**src/rtl/io_port_unit.sv**
```systemverilog
// Character I/O port for the basic computer: RX FIFO feeding INPR/FGI, TX handshake from OUTR/FGO.
// Optional overrun tracking enabled by defining IO_OVERRUN_EN.
module io_port_unit #(
  parameter int RX_DEPTH = 4,
  parameter int TX_GAP   = 2
) (
  input  logic       clk,
  input  logic       rst,
  input  logic       ien_in,
  input  logic       cpu_inp_clr,
  input  logic       cpu_out_ld,
  input  logic [7:0] cpu_ac_in,
  input  logic       cpu_ovr_clr,
  output logic [7:0] inpr_out,
  output logic       fgi,
  output logic       fgo,
  output logic       int_req,
  input  logic       dev_rx_valid,
  input  logic [7:0] dev_rx_data,
  output logic       dev_rx_ready,
  output logic       dev_tx_valid,
  output logic [7:0] dev_tx_data,
  input  logic       dev_tx_ready,
  output logic       ovr_flag,
  output logic [7:0] ovr_count
);

  localparam int AW = (RX_DEPTH > 1) ? $clog2(RX_DEPTH) : 1;
  localparam int CW = AW + 1;
  localparam int GW = (TX_GAP > 0) ? $clog2(TX_GAP + 1) : 1;

  typedef enum logic [1:0] {
    IDLE,
    BUSY,
    RECOVER
  } tx_state_t;

  logic [7:0]    mem [RX_DEPTH];
  logic [AW-1:0] wp;
  logic [AW-1:0] rp;
  logic [CW-1:0] cnt;
  logic          push;
  logic          pop;
  logic          fgi_q;
  logic [7:0]    inpr_q;
  logic [7:0]    outr_q;
  tx_state_t     state;
  tx_state_t     state_n;
  logic [GW-1:0] gap;
  logic [GW-1:0] gap_n;
  logic          outr_ld;

  // Ready comes from the registered count only, so a refill pop never
  // frees a slot for a same-cycle push.
  assign dev_rx_ready = (cnt != CW'(RX_DEPTH));
  assign push         = dev_rx_valid & dev_rx_ready;
  assign pop          = ~fgi_q & (cnt != '0);

  always_ff @(posedge clk) begin
    if (rst) begin
      wp  <= '0;
      rp  <= '0;
      cnt <= '0;
    end else begin
      if (push) wp <= wp + AW'(1);
      if (pop)  rp <= rp + AW'(1);
      cnt <= cnt + CW'(push) - CW'(pop);
    end
  end

  always_ff @(posedge clk) begin
    if (push) mem[wp] <= dev_rx_data;
  end

  always_ff @(posedge clk) begin
    if (rst) begin
      inpr_q <= '0;
      fgi_q  <= 1'b0;
    end else if (pop) begin
      inpr_q <= mem[rp];
      fgi_q  <= 1'b1;
    end else if (cpu_inp_clr & fgi_q) begin
      fgi_q  <= 1'b0;
    end
  end

  always_ff @(posedge clk) begin
    if (rst) begin
      state  <= IDLE;
      gap    <= '0;
      outr_q <= '0;
    end else begin
      state <= state_n;
      gap   <= gap_n;
      if (outr_ld) outr_q <= cpu_ac_in;
    end
  end

  always_comb begin
    state_n = state;
    gap_n   = gap;
    outr_ld = 1'b0;
    unique case (state)
      IDLE: begin
        if (cpu_out_ld) begin
          outr_ld = 1'b1;
          state_n = BUSY;
        end
      end
      BUSY: begin
        if (dev_tx_ready) begin
          if (TX_GAP == 0) begin
            state_n = IDLE;
          end else begin
            gap_n   = GW'(TX_GAP);
            state_n = RECOVER;
          end
        end
      end
      RECOVER: begin
        gap_n = gap - GW'(1);
        if (gap == GW'(1)) state_n = IDLE;
      end
      default: state_n = IDLE;
    endcase
  end

  assign inpr_out     = inpr_q;
  assign fgi          = fgi_q;
  assign fgo          = (state == IDLE);
  assign dev_tx_valid = (state == BUSY);
  assign dev_tx_data  = outr_q;
  assign int_req      = ien_in & (fgi_q | fgo);

`ifdef IO_OVERRUN_EN
  logic       ovr;
  logic       ovr_q;
  logic [7:0] ovr_cnt_q;

  assign ovr = dev_rx_valid & ~dev_rx_ready;

  // A clear coinciding with an overrun restarts the count at one.
  always_ff @(posedge clk) begin
    if (rst) begin
      ovr_q     <= 1'b0;
      ovr_cnt_q <= '0;
    end else if (cpu_ovr_clr) begin
      ovr_q     <= ovr;
      ovr_cnt_q <= {7'd0, ovr};
    end else if (ovr) begin
      ovr_q <= 1'b1;
      if (ovr_cnt_q != 8'hff) ovr_cnt_q <= ovr_cnt_q + 8'd1;
    end
  end

  assign ovr_flag  = ovr_q;
  assign ovr_count = ovr_cnt_q;
`else
  logic unused_ovr_clr;

  assign unused_ovr_clr = cpu_ovr_clr;
  assign ovr_flag       = 1'b0;
  assign ovr_count      = 8'd0;
`endif

endmodule

```
**config.mk**
```make
export PLATFORM = sky130hd
export DESIGN_NAME = io_port_unit
export DESIGN_NICKNAME = d
export VERILOG_FILES = /design/src/rtl/io_port_unit.sv
export SDC_FILE = /design/constraint.sdc
export NUM_CORES = 1
export LEC_CHECK = 0
export CAP_MARGIN = 20
export CORE_MARGIN = 2
export CORE_UTILIZATION = 37
export DETAILED_ROUTE_END_ITERATION = 10
export GPL_ROUTABILITY_DRIVEN = 0
export GPL_TIMING_DRIVEN = 1
export MAX_ROUTING_LAYER = met4
export SKIP_CTS_REPAIR_TIMING = 1
export SYNTH_ARGS = -nofsm -noshare
export SYNTH_HDL_FRONTEND = slang
export SYNTH_SLANG_ARGS = --single-unit
```
**constraint.sdc**
```tcl
create_clock -name clk -period 3.15 [get_ports clk]
set_input_delay 0.945 -clock clk [delete_from_list [all_inputs] [get_ports clk]]
set_output_delay 0.945 -clock clk [all_outputs]
set_load 0.02 [all_outputs]
```
==> impl_metrics.tcl, run 1 <==
set metrics [dict create \
    status "finished clean" \
    crit_required_ns 2.20 \
    port_buffers 43 \
    ys_types 34 \
    pwr-share-clk_pct 28.6 \
    crit_fanout 1 \
    p_switching_w 0.0007571 \
    clock-sinks 60 \
    grt_max_degree 15 \
    setup_tns_ns 0 \
    grt_usage_pct 12.42 \
    pwr-share-seq_pct 42.6 \
    final_common_cell "clkdlybuf4s50_1" \
    grt_pass1_vias 1416 \
    worstSetupPathType "primary input to primary output" \
    root_buffer "clkbuf_8" \
    chipHeight_microns 85.93 \
    ys_ff_latch 60 \
    rows 29 \
    clk_pin_slew_ns 0.06 \
    start_util_pct 38.67 \
    drv_cap 0 \
    drtIter0Drc 50 \
    tightest_slew_ns 0.6747 \
    setup_ws_ns 0.1116 \
    antenna_found_initial 0 \
    fin_crit_ns 3.038 \
    grt_overflow 0 \
    relSlewSlack_pct 54.96 \
    seq_area_frac_synth_pct 61.26 \
    synthesis.area_sq_um 2484 \
    fin_skew_ns 0.006844 \
    syn2layout_area_growth_pct 27.05 \
    synth_area_per_cell_sq_um 13.07 \
    cp.arrival_ns 2.09 \
    r2r_setup_slack_ns 0.95 \
    power.leakage_nw 1.154 \
    clock_path_buffers 2 \
    dr.pass1.iters 4 \
    combPwrFrac_pct 28.9 \
    clock_latency_ns 0.33 \
    antennaDiodeCount 0 \
    wl_mm 4.234 \
    grt_setup_unrepaired "no" \
    power.internal_w 0.001761 \
    h-tree-depth 3 \
    dieArea_sq_um 7384 \
    drv_slew 0 \
    vias_per_cell 4.705 \
    synth_cells 190 \
    ant_nets 0 \
    ioPinCount 54 \
    coreArea_sq_um 6422 \
    fin_util_pct 49.13 \
    drt_drc_violations_left 0 \
    cts_made_buffers 9 \
    fp.dieW_microns 85.93 \
    p_sw_share_pct 30.06 \
    final_layout_size_suffix_gt1_share_pct 11.57 \
    setup_viol 0 \
    final_cell_mix "43 x clkdlybuf4s50_1, 32 x edfxtp_1, 28 x dfxtp_1" \
    vdd.ir_drop.worst_mv 0.2455 \
    routedWlPerCell_microns 13.27 \
    final_nets 269 \
    clock.fmax_ghz 0.3291 \
    power.density_nw_per_um2 798.1 \
    final_hold_viol_count 0 \
    cp-start-kind "primary input" \
    cp-end-kind "primary output" \
    fin_crit_sh_pct 96.46 \
    yosys_warnings 0 \
    pre_cts_slack_ns 0.1035 \
    grt_pass1_wl_mm 6.596 \
    hold_path.class "register to register" \
    cts_tree "done" \
    dp_hpwl_mm 2.889 \
    via_count 1501 \
]
## per-stage QoR
step	cells	total power (W)	hold WS, ns	instance area (sq um)
6_report	319	0.002518	0.4742	3156
2_1_floorplan	198	0.001600	0.4822	2514
3_5_place_dp	303	0.001828	0.4694	2950
3_3_place_gp	303	0.001816	0.4661	2950
5_1_grt	319	0.002666	0.5084	3156
4_1_cts	319	0.002552	0.4784	3156
## power groups by stage
| stage | Clock (W) | Combinational, W | Sequential, W |
|---|---|---|---|
| after floorplan | 0 | 0.000506 | 0.00109 |
| after global placement | 0 | 0.000725 | 0.00109 |
| after detailed placement | 0 | 0.000733 | 0.00109 |
| after CTS | 0.000737 | 0.000737 | 0.00108 |
| after global routing | 0.000767 | 0.000803 | 0.00110 |
| final | 0.000719 | 0.000727 | 0.00107 |
## cell usage after synthesis
cell / instances / area [sq um]
nand2b_1: 1 / 6.260
ha_1: 7 / 87.58
nor2b_1: 5 / 31.28
clkbuf_1: 4 / 15.01
mux4_2: 8 / 180.2
buf_1: 2 / 7.510
mux2i_1: 10 / 100.1
buf_2: 2 / 10.01
and3_1: 4 / 25.02
fa_1: 1 / 20.02
buf_6: 2 / 22.52
nor2_1: 13 / 48.80
xnor2_1: 2 / 17.52
edfxtp_1: 32 / 960.9
a2111oi_0: 1 / 8.760
a21o_1: 2 / 15.01
nor3b_1: 1 / 7.510
buf_4: 9 / 67.56
dfxtp_1: 28 / 560.5
inv_1: 8 / 30.03
a21oi_1: 14 / 70.07
o21ai_0: 9 / 45.04
a311oi_2: 1 / 15.01
o21ba_2: 1 / 10.01
nand2_1: 3 / 11.26
nand3_1: 10 / 50.05
clkbuf_2: 1 / 5.000
a31o_1: 1 / 8.760
conb_1: 1 / 3.750
or3_1: 2 / 12.51
o21a_1: 1 / 7.510
clkinv_1: 1 / 3.750
or3b_1: 1 / 8.760
nor3_1: 2 / 10.01
## routing by layer
layer | up-vias | track usage, % | routed length (microns)
li1 | 762 | - | -
met1 | 690 | 14.76 | 1991
met2 | 37 | 18.25 | 1945
met3 | 12 | 3.369 | 188
met4 | 0 | 8.658 | 108
met5 | - | - | 0
## worst paths after layout
| check | start | depth (start not counted) | to |
|---|---|---|---|
| setup / recovery | ien_in | 3 | int_req |
| hold / removal | inpr_out[2]$_SDFFE_PP0P_ | 2 | inpr_out[2]$_SDFFE_PP0P_ |
| hold reg to reg | inpr_out[2]$_SDFFE_PP0P_ | 2 | inpr_out[2]$_SDFFE_PP0P_ |
| setup reg to reg | cnt[1]$_SDFF_PP0_ | 10 | cnt[2]$_SDFF_PP0_ |
## worst max-delay path, stage by stage
cell and delay [ns]:
clkdlybuf4s50_1 0.45, o21a_1 0.11, clkdlybuf4s50_1 0.59
## sequential cells by signal (all words and copies together), names as in the netlist
register / cells
rp: 2
cnt: 3
inpr_out: 8
fgi: 1
gap: 2
dev_tx_data: 8
wp: 2
mem: 32
state: 2
## kinds of logic after synthesis
kind of cell / after synthesis / share of synthesized area (%)
muxes: 18 / 11.28
adders and majority gates: 8 / 4.332
and+or+nand+nor: 42 / 8.514
AOI/OAI and AO/OA: 30 / 7.254
xor gates and xnor gates: 2 / 0.7054
DFF: 60 / 61.26
buffers and inverters: 29 / 6.498
other: 1 / 0.1510
## cell type report
class	instances	area, sq um
tap	77	96.34
sequential	60	1521
timing repair buffer	48	467.9
fill	576	3267
multi-input combinational	109	830.8
clock buffer	9	123.9
inverter	9	33.78
clock inverter	7	81.33
No activity file was read; power rests on OpenSTA's default activity.
==> run 2, diff against run 1 <==
Settings changed: CELL_PAD_IN_SITES_DETAIL_PLACEMENT set to 0, CELL_PAD_IN_SITES_GLOBAL_PLACEMENT set to 1, PLACE_DENSITY_LB_ADDON set to 0.1.
==> run 2 against run 1 <==
Against the previous run: core utilization increased by 0.55 points; maximum frequency down 0.37%; die area did not move; largest power group unchanged; register-to-register slack worse by 0.13 ns; total power increased by 5.0%; sequential power is essentially flat; clock-buffer cell count increased by 1.
==> impl_metrics.tcl, run 2 (synthesized netlist as in run 1, its figures left out) <==
set metrics [dict create \
    status "finished clean" \
    chipHeight_microns 85.93 \
    final_nets 269 \
    dp.cells 303 \
    fp.dieW_microns 85.93 \
    grt_usage_pct 13.95 \
    wl_mm 4.588 \
    drv_slew 0 \
    syn2layout_area_growth_pct 28.46 \
    power.density_nw_per_um2 828.4 \
    cp-end-kind "primary output" \
    setup_viol 0 \
    crit_family "buffers and inverters" \
    hold_path.class "register to register" \
    cp_cell_sequence "clkdlybuf4s50_1, o21a_1, clkdlybuf4s50_1" \
    final_hold_viol_count 0 \
    regMostFlops "mem" \
    dp_hpwl_mm 3.307 \
    ioPinCount 54 \
    postPlaceCellArea_sq_um 2950 \
    seq_area_sq_um 1521 \
    drt_drc_violations_left 0 \
    holdWs_ns 0.4767 \
    dr.pass1.iters 4 \
    h-tree-depth 3 \
    cp.arrival_ns 2.10 \
    clock_path_buffers 2 \
    antenna_found_initial 0 \
    clock_latency_ns 0.32 \
    vias_per_cell 4.918 \
    final_common_cell "clkdlybuf4s50_1" \
    cts_tree "done" \
    drv_cap 0 \
    drtIter0Drc 79 \
    crit_fanout 1 \
    grt_pass1_vias 1597 \
    final_cell_mix "43 x clkdlybuf4s50_1, 32 x edfxtp_1, 28 x dfxtp_1" \
    wl_met2_mm 2.127 \
    multiInputGateArea_sq_um 830.8 \
    grt_max_degree 15 \
    path_buf_inv 2 \
    final_cell_count_no_fill 319 \
    tightest_slew_ns 0.7012 \
    clk_pin_slew_ns 0.07 \
    final_layout_size_suffix_gt1_share_pct 12.40 \
    finalInstanceArea_sq_um 3191 \
    root_buffer "clkbuf_8" \
    cts_made_buffers 9 \
    fin_skew_ns 0.007454 \
    power.leakage_nw 1.169 \
    grt_setup_unrepaired "no" \
    largest_reg_flops 32 \
    fin_crit_ns 3.050 \
    cpMostUsedCell "clkdlybuf4s50_1" \
    wl_met3_microns 195 \
    via_count 1569 \
    grt_pass1_wl_mm 7.569 \
    vdd.ir_drop.worst_mv 0.3096 \
    fin_crit_sh_pct 96.81 \
    cpPeakStageDelay_ns 0.60 \
    cp_slowest_cell "clkdlybuf4s50_1" \
    coreArea_sq_um 6422 \
    cp-start-kind "primary input" \
    num-fill-cells 577 \
    setup_tns_ns 0 \
    routedWlPerCell_microns 14.38 \
    met1_length_mm 2.240 \
    start_util_pct 38.67 \
    ant_nets 0 \
    relSlewSlack_pct 53.19 \
    worstSetupPathType "primary input to primary output" \
    grt_overflow 0 \
    port_buffers 43 \
    clock-sinks 60 \
    antennaDiodeCount 0 \
    clock.fmax_ghz 0.3279 \
    crit_required_ns 2.20 \
    dieArea_sq_um 7384 \
    highest_layer "met4" \
    rows 29 \
]
-- run 2: changes by cell type in the layout (fill, tap and decap cells not counted) --
cell | previous run | this run
bufinv_16 | 2 | 3
clkbuf_1 | 0 | 1
clkinv_1 | 4 | 1
clkinv_2 | 2 | 1
clkinv_4 | 0 | 2
-- run 2: metrics by stage --
stage	power (W)	setup slack, ns	utilization [%]
after floorplan	0.001600	0.6176	-
after global placement	0.001812	0.1094	45.94
after detailed placement	0.001849	0.09769	45.94
after CTS	0.002684	0.09127	49.68
after global routing	0.002818	0.06474	49.68
final	0.002643	0.1004	49.68
-- run 2: worst paths after layout --
path | startpoint | end | cells past startpoint | slack [ns]
setup / recovery | ien_in | int_req | 3 | 0.10
hold / removal | inpr_out[6]$_SDFFE_PP0P_ | inpr_out[6]$_SDFFE_PP0P_ | 2 | 0.48
setup reg to reg | cnt[1]$_SDFF_PP0_ | cnt[2]$_SDFF_PP0_ | 10 | 0.82
hold reg to reg | inpr_out[6]$_SDFFE_PP0P_ | inpr_out[6]$_SDFFE_PP0P_ | 2 | 0.48
-- run 2: cell type report --
type	instances	share of cell area [%]
timing repair buffer	48	14.67
clock buffer	10	4.000
inverter	9	1.059
tap	77	3.020
multi-input combinational	109	26.04
clock inverter	6	3.529
sequential	60	47.69
-- run 2: tightest hold or removal path, stage by stage, from the launching register on --
cell     delay (ns)
dfxtp_1        0.31
o21ai_0        0.06
a21oi_1        0.06
-- run 2: metal layers --
layer  global-route usage (%)  up-vias
met5                        -        -
met4                    5.628        0
met3                    4.716        2
met2                    20.86       35
met1                    17.39      771
li1                         -      761
-- run 2: where the power goes --
group / internal [W] / switching (W)
clock: 0.000527 / 0.000297
combinational: 0.000376 / 0.000370
sequential: 0.000953 / 0.000121
==> run 3, diff against run 2 <==
Settings changed: ABC_CLOCK_PERIOD_IN_PS set to 3150, CORE_UTILIZATION 37 to 40.
==> run 3 against run 2 <==
Against the previous run: flip-flop and latch count did not move; clock power rose by 3.2%; design area barely moved; sequential power barely moved; combinational power fell by 1%; register-to-register slack improved by 0.07 ns; clock skew rose by 0.00052 ns; worst setup slack got worse by 0.0012 ns; hold slack improved by 0.0019 ns; critical path type unchanged; largest power group unchanged.
==> impl_metrics.tcl, run 3 (synthesized netlist as in run 1, its figures left out) <==
set metrics [dict create \
    status "finished clean" \
    clock-sinks 60 \
    cp-end-kind "primary output" \
    r2r-start "cnt[2]$_SDFF_PP0_" \
    grt_max_degree 18 \
    dr.pass1.iters 4 \
    power.density_nw_per_um2 833.4 \
    setup_ws_ns 0.09922 \
    regMostFlops "mem" \
    clock.fmax_ghz 0.3278 \
    final_nets 268 \
    grt_setup_unrepaired "no" \
    cp-start-kind "primary input" \
    drv_cap 0 \
    power.leakage_nw 1.164 \
    pwr-share-clk_pct 32.0 \
    antenna_found_initial 0 \
    cpMostUsedCell "clkdlybuf4s50_1" \
    p_sw_share_pct 30.09 \
    ant_nets 0 \
    pre_cts_slack_ns 0.09785 \
    vdd.ir_drop.worst_mv 0.3978 \
    cp.arrival_ns 2.11 \
    syn2layout_area_growth_pct 28.36 \
    hold_path.class "register to register" \
    combPwrFrac_pct 27.7 \
    coreArea_sq_um 5956 \
    pwr-share-seq_pct 40.4 \
    antennaDiodeCount 0 \
    cp_cell_sequence "clkdlybuf4s50_1, o21a_1, clkdlybuf4s50_1" \
    vias_per_cell 4.896 \
    wl_mm 4.490 \
    drt_drc_violations_left 0 \
    fp.dieW_microns 82.80 \
    final_cell_count_no_fill 316 \
    rows 28 \
    hold_start "inpr_out[0]$_SDFFE_PP0P_" \
    via_count 1547 \
    largest_reg_flops 32 \
    clock_path_buffers 2 \
    drv_slew 0 \
    power.internal_w 0.001857 \
    cts_tree "done" \
    grt_overflow 0 \
    dp_hpwl_mm 3.097 \
    worstSetupPathType "primary input to primary output" \
    start_util_pct 41.70 \
    final_layout_size_suffix_gt1_share_pct 12.45 \
    h-tree-depth 3 \
    final_cell_mix "43 x clkdlybuf4s50_1, 32 x edfxtp_1, 28 x dfxtp_1" \
    grt_pass1_vias 1467 \
    tightest_slew_ns 0.6784 \
    port_buffers 43 \
    p_switching_w 0.0007994 \
    grt_usage_pct 14.93 \
    cpPeakStageDelay_ns 0.59 \
    setup_viol 0 \
    grt_pass1_wl_mm 7.093 \
    dieArea_sq_um 6855 \
    dp.cells 300 \
    routedWlPerCell_microns 14.21 \
    root_buffer "clkbuf_8" \
    cts_made_buffers 9 \
    setup_tns_ns 0 \
    fin_crit_sh_pct 96.85 \
    crit_required_ns 2.20 \
    fin_crit_ns 3.051 \
    cp_slowest_cell "clkdlybuf4s50_1" \
    clock_latency_ns 0.34 \
    crit_family "buffers and inverters" \
    fin_skew_ns 0.007977 \
    ioPinCount 54 \
    clk_pin_slew_ns 0.07 \
    final_hold_viol_count 0 \
    drtIter0Drc 43 \
    crit_fanout 1 \
    path_buf_inv 2 \
    chipHeight_microns 82.80 \
    fin_util_pct 53.53 \
    final_common_cell "clkdlybuf4s50_1" \
    relSlewSlack_pct 54.71 \
    crit_start "ien_in" \
]
## run 3: layer usage
metal  global-route usage (%)  vias up  wire (microns)
met5                        -        -               0
met1                    19.77      733            2109
li1                         -      759               -
met4                    8.361        0             104
met2                    20.89       44            2065
met3                    3.896       11             211
## run 3: worst paths after layout
| check | cells after the start | to | slack, ns |
|---|---|---|---|
| worst min-delay path | 2 | inpr_out[0]$_SDFFE_PP0P_ | 0.48 |
| worst max register to register | 9 | cnt[2]$_SDFF_PP0_ | 0.89 |
| worst min register to register | 2 | inpr_out[0]$_SDFFE_PP0P_ | 0.48 |
| worst max-delay path | 3 | int_req | 0.1 |
## run 3: layout make-up
class / count / area, sq um
clock buffers: 9 / 123.9
clock inverters: 7 / 123.9
fillers: 539 / 2768
inverters: 9 / 33.78
multi-input cells: 109 / 830.8
flip-flops and latches: 60 / 1521
well taps: 75 / 93.84
repair buffers: 47 / 460.4
## run 3: metrics by stage
step / cell area, sq um / hold WS (ns) / power [W]
global route: 3188 / 0.5047 / 0.002821
finish: 3188 / 0.4786 / 0.002657
CTS: 3188 / 0.4813 / 0.002696
global placement: 2940 / 0.4664 / 0.001806
floorplan: 2514 / 0.4822 / 0.001600
detailed placement: 2940 / 0.4714 / 0.001839
## run 3: worst reg2reg max path: stages (launching register included)
cell and delay, ns:
dfxtp_1 0.39, or3b_1 0.52, nand2_1 0.14, ha_1 0.13
inv_1 0.04, ha_1 0.19, fa_1 0.38, xnor2_1 0.18
xnor2_1 0.14, nor2_1 0.05
## run 3: power by group through the flow
stage	Combinational, W	Clock, W	Sequential, W
after floorplan	0.000506	0	0.00109
after global placement	0.000721	0	0.00109
after detailed placement	0.000742	0	0.00110
after CTS	0.000745	0.000872	0.00108
after global routing	0.000815	0.000908	0.00110
final	0.000735	0.000850	0.00107
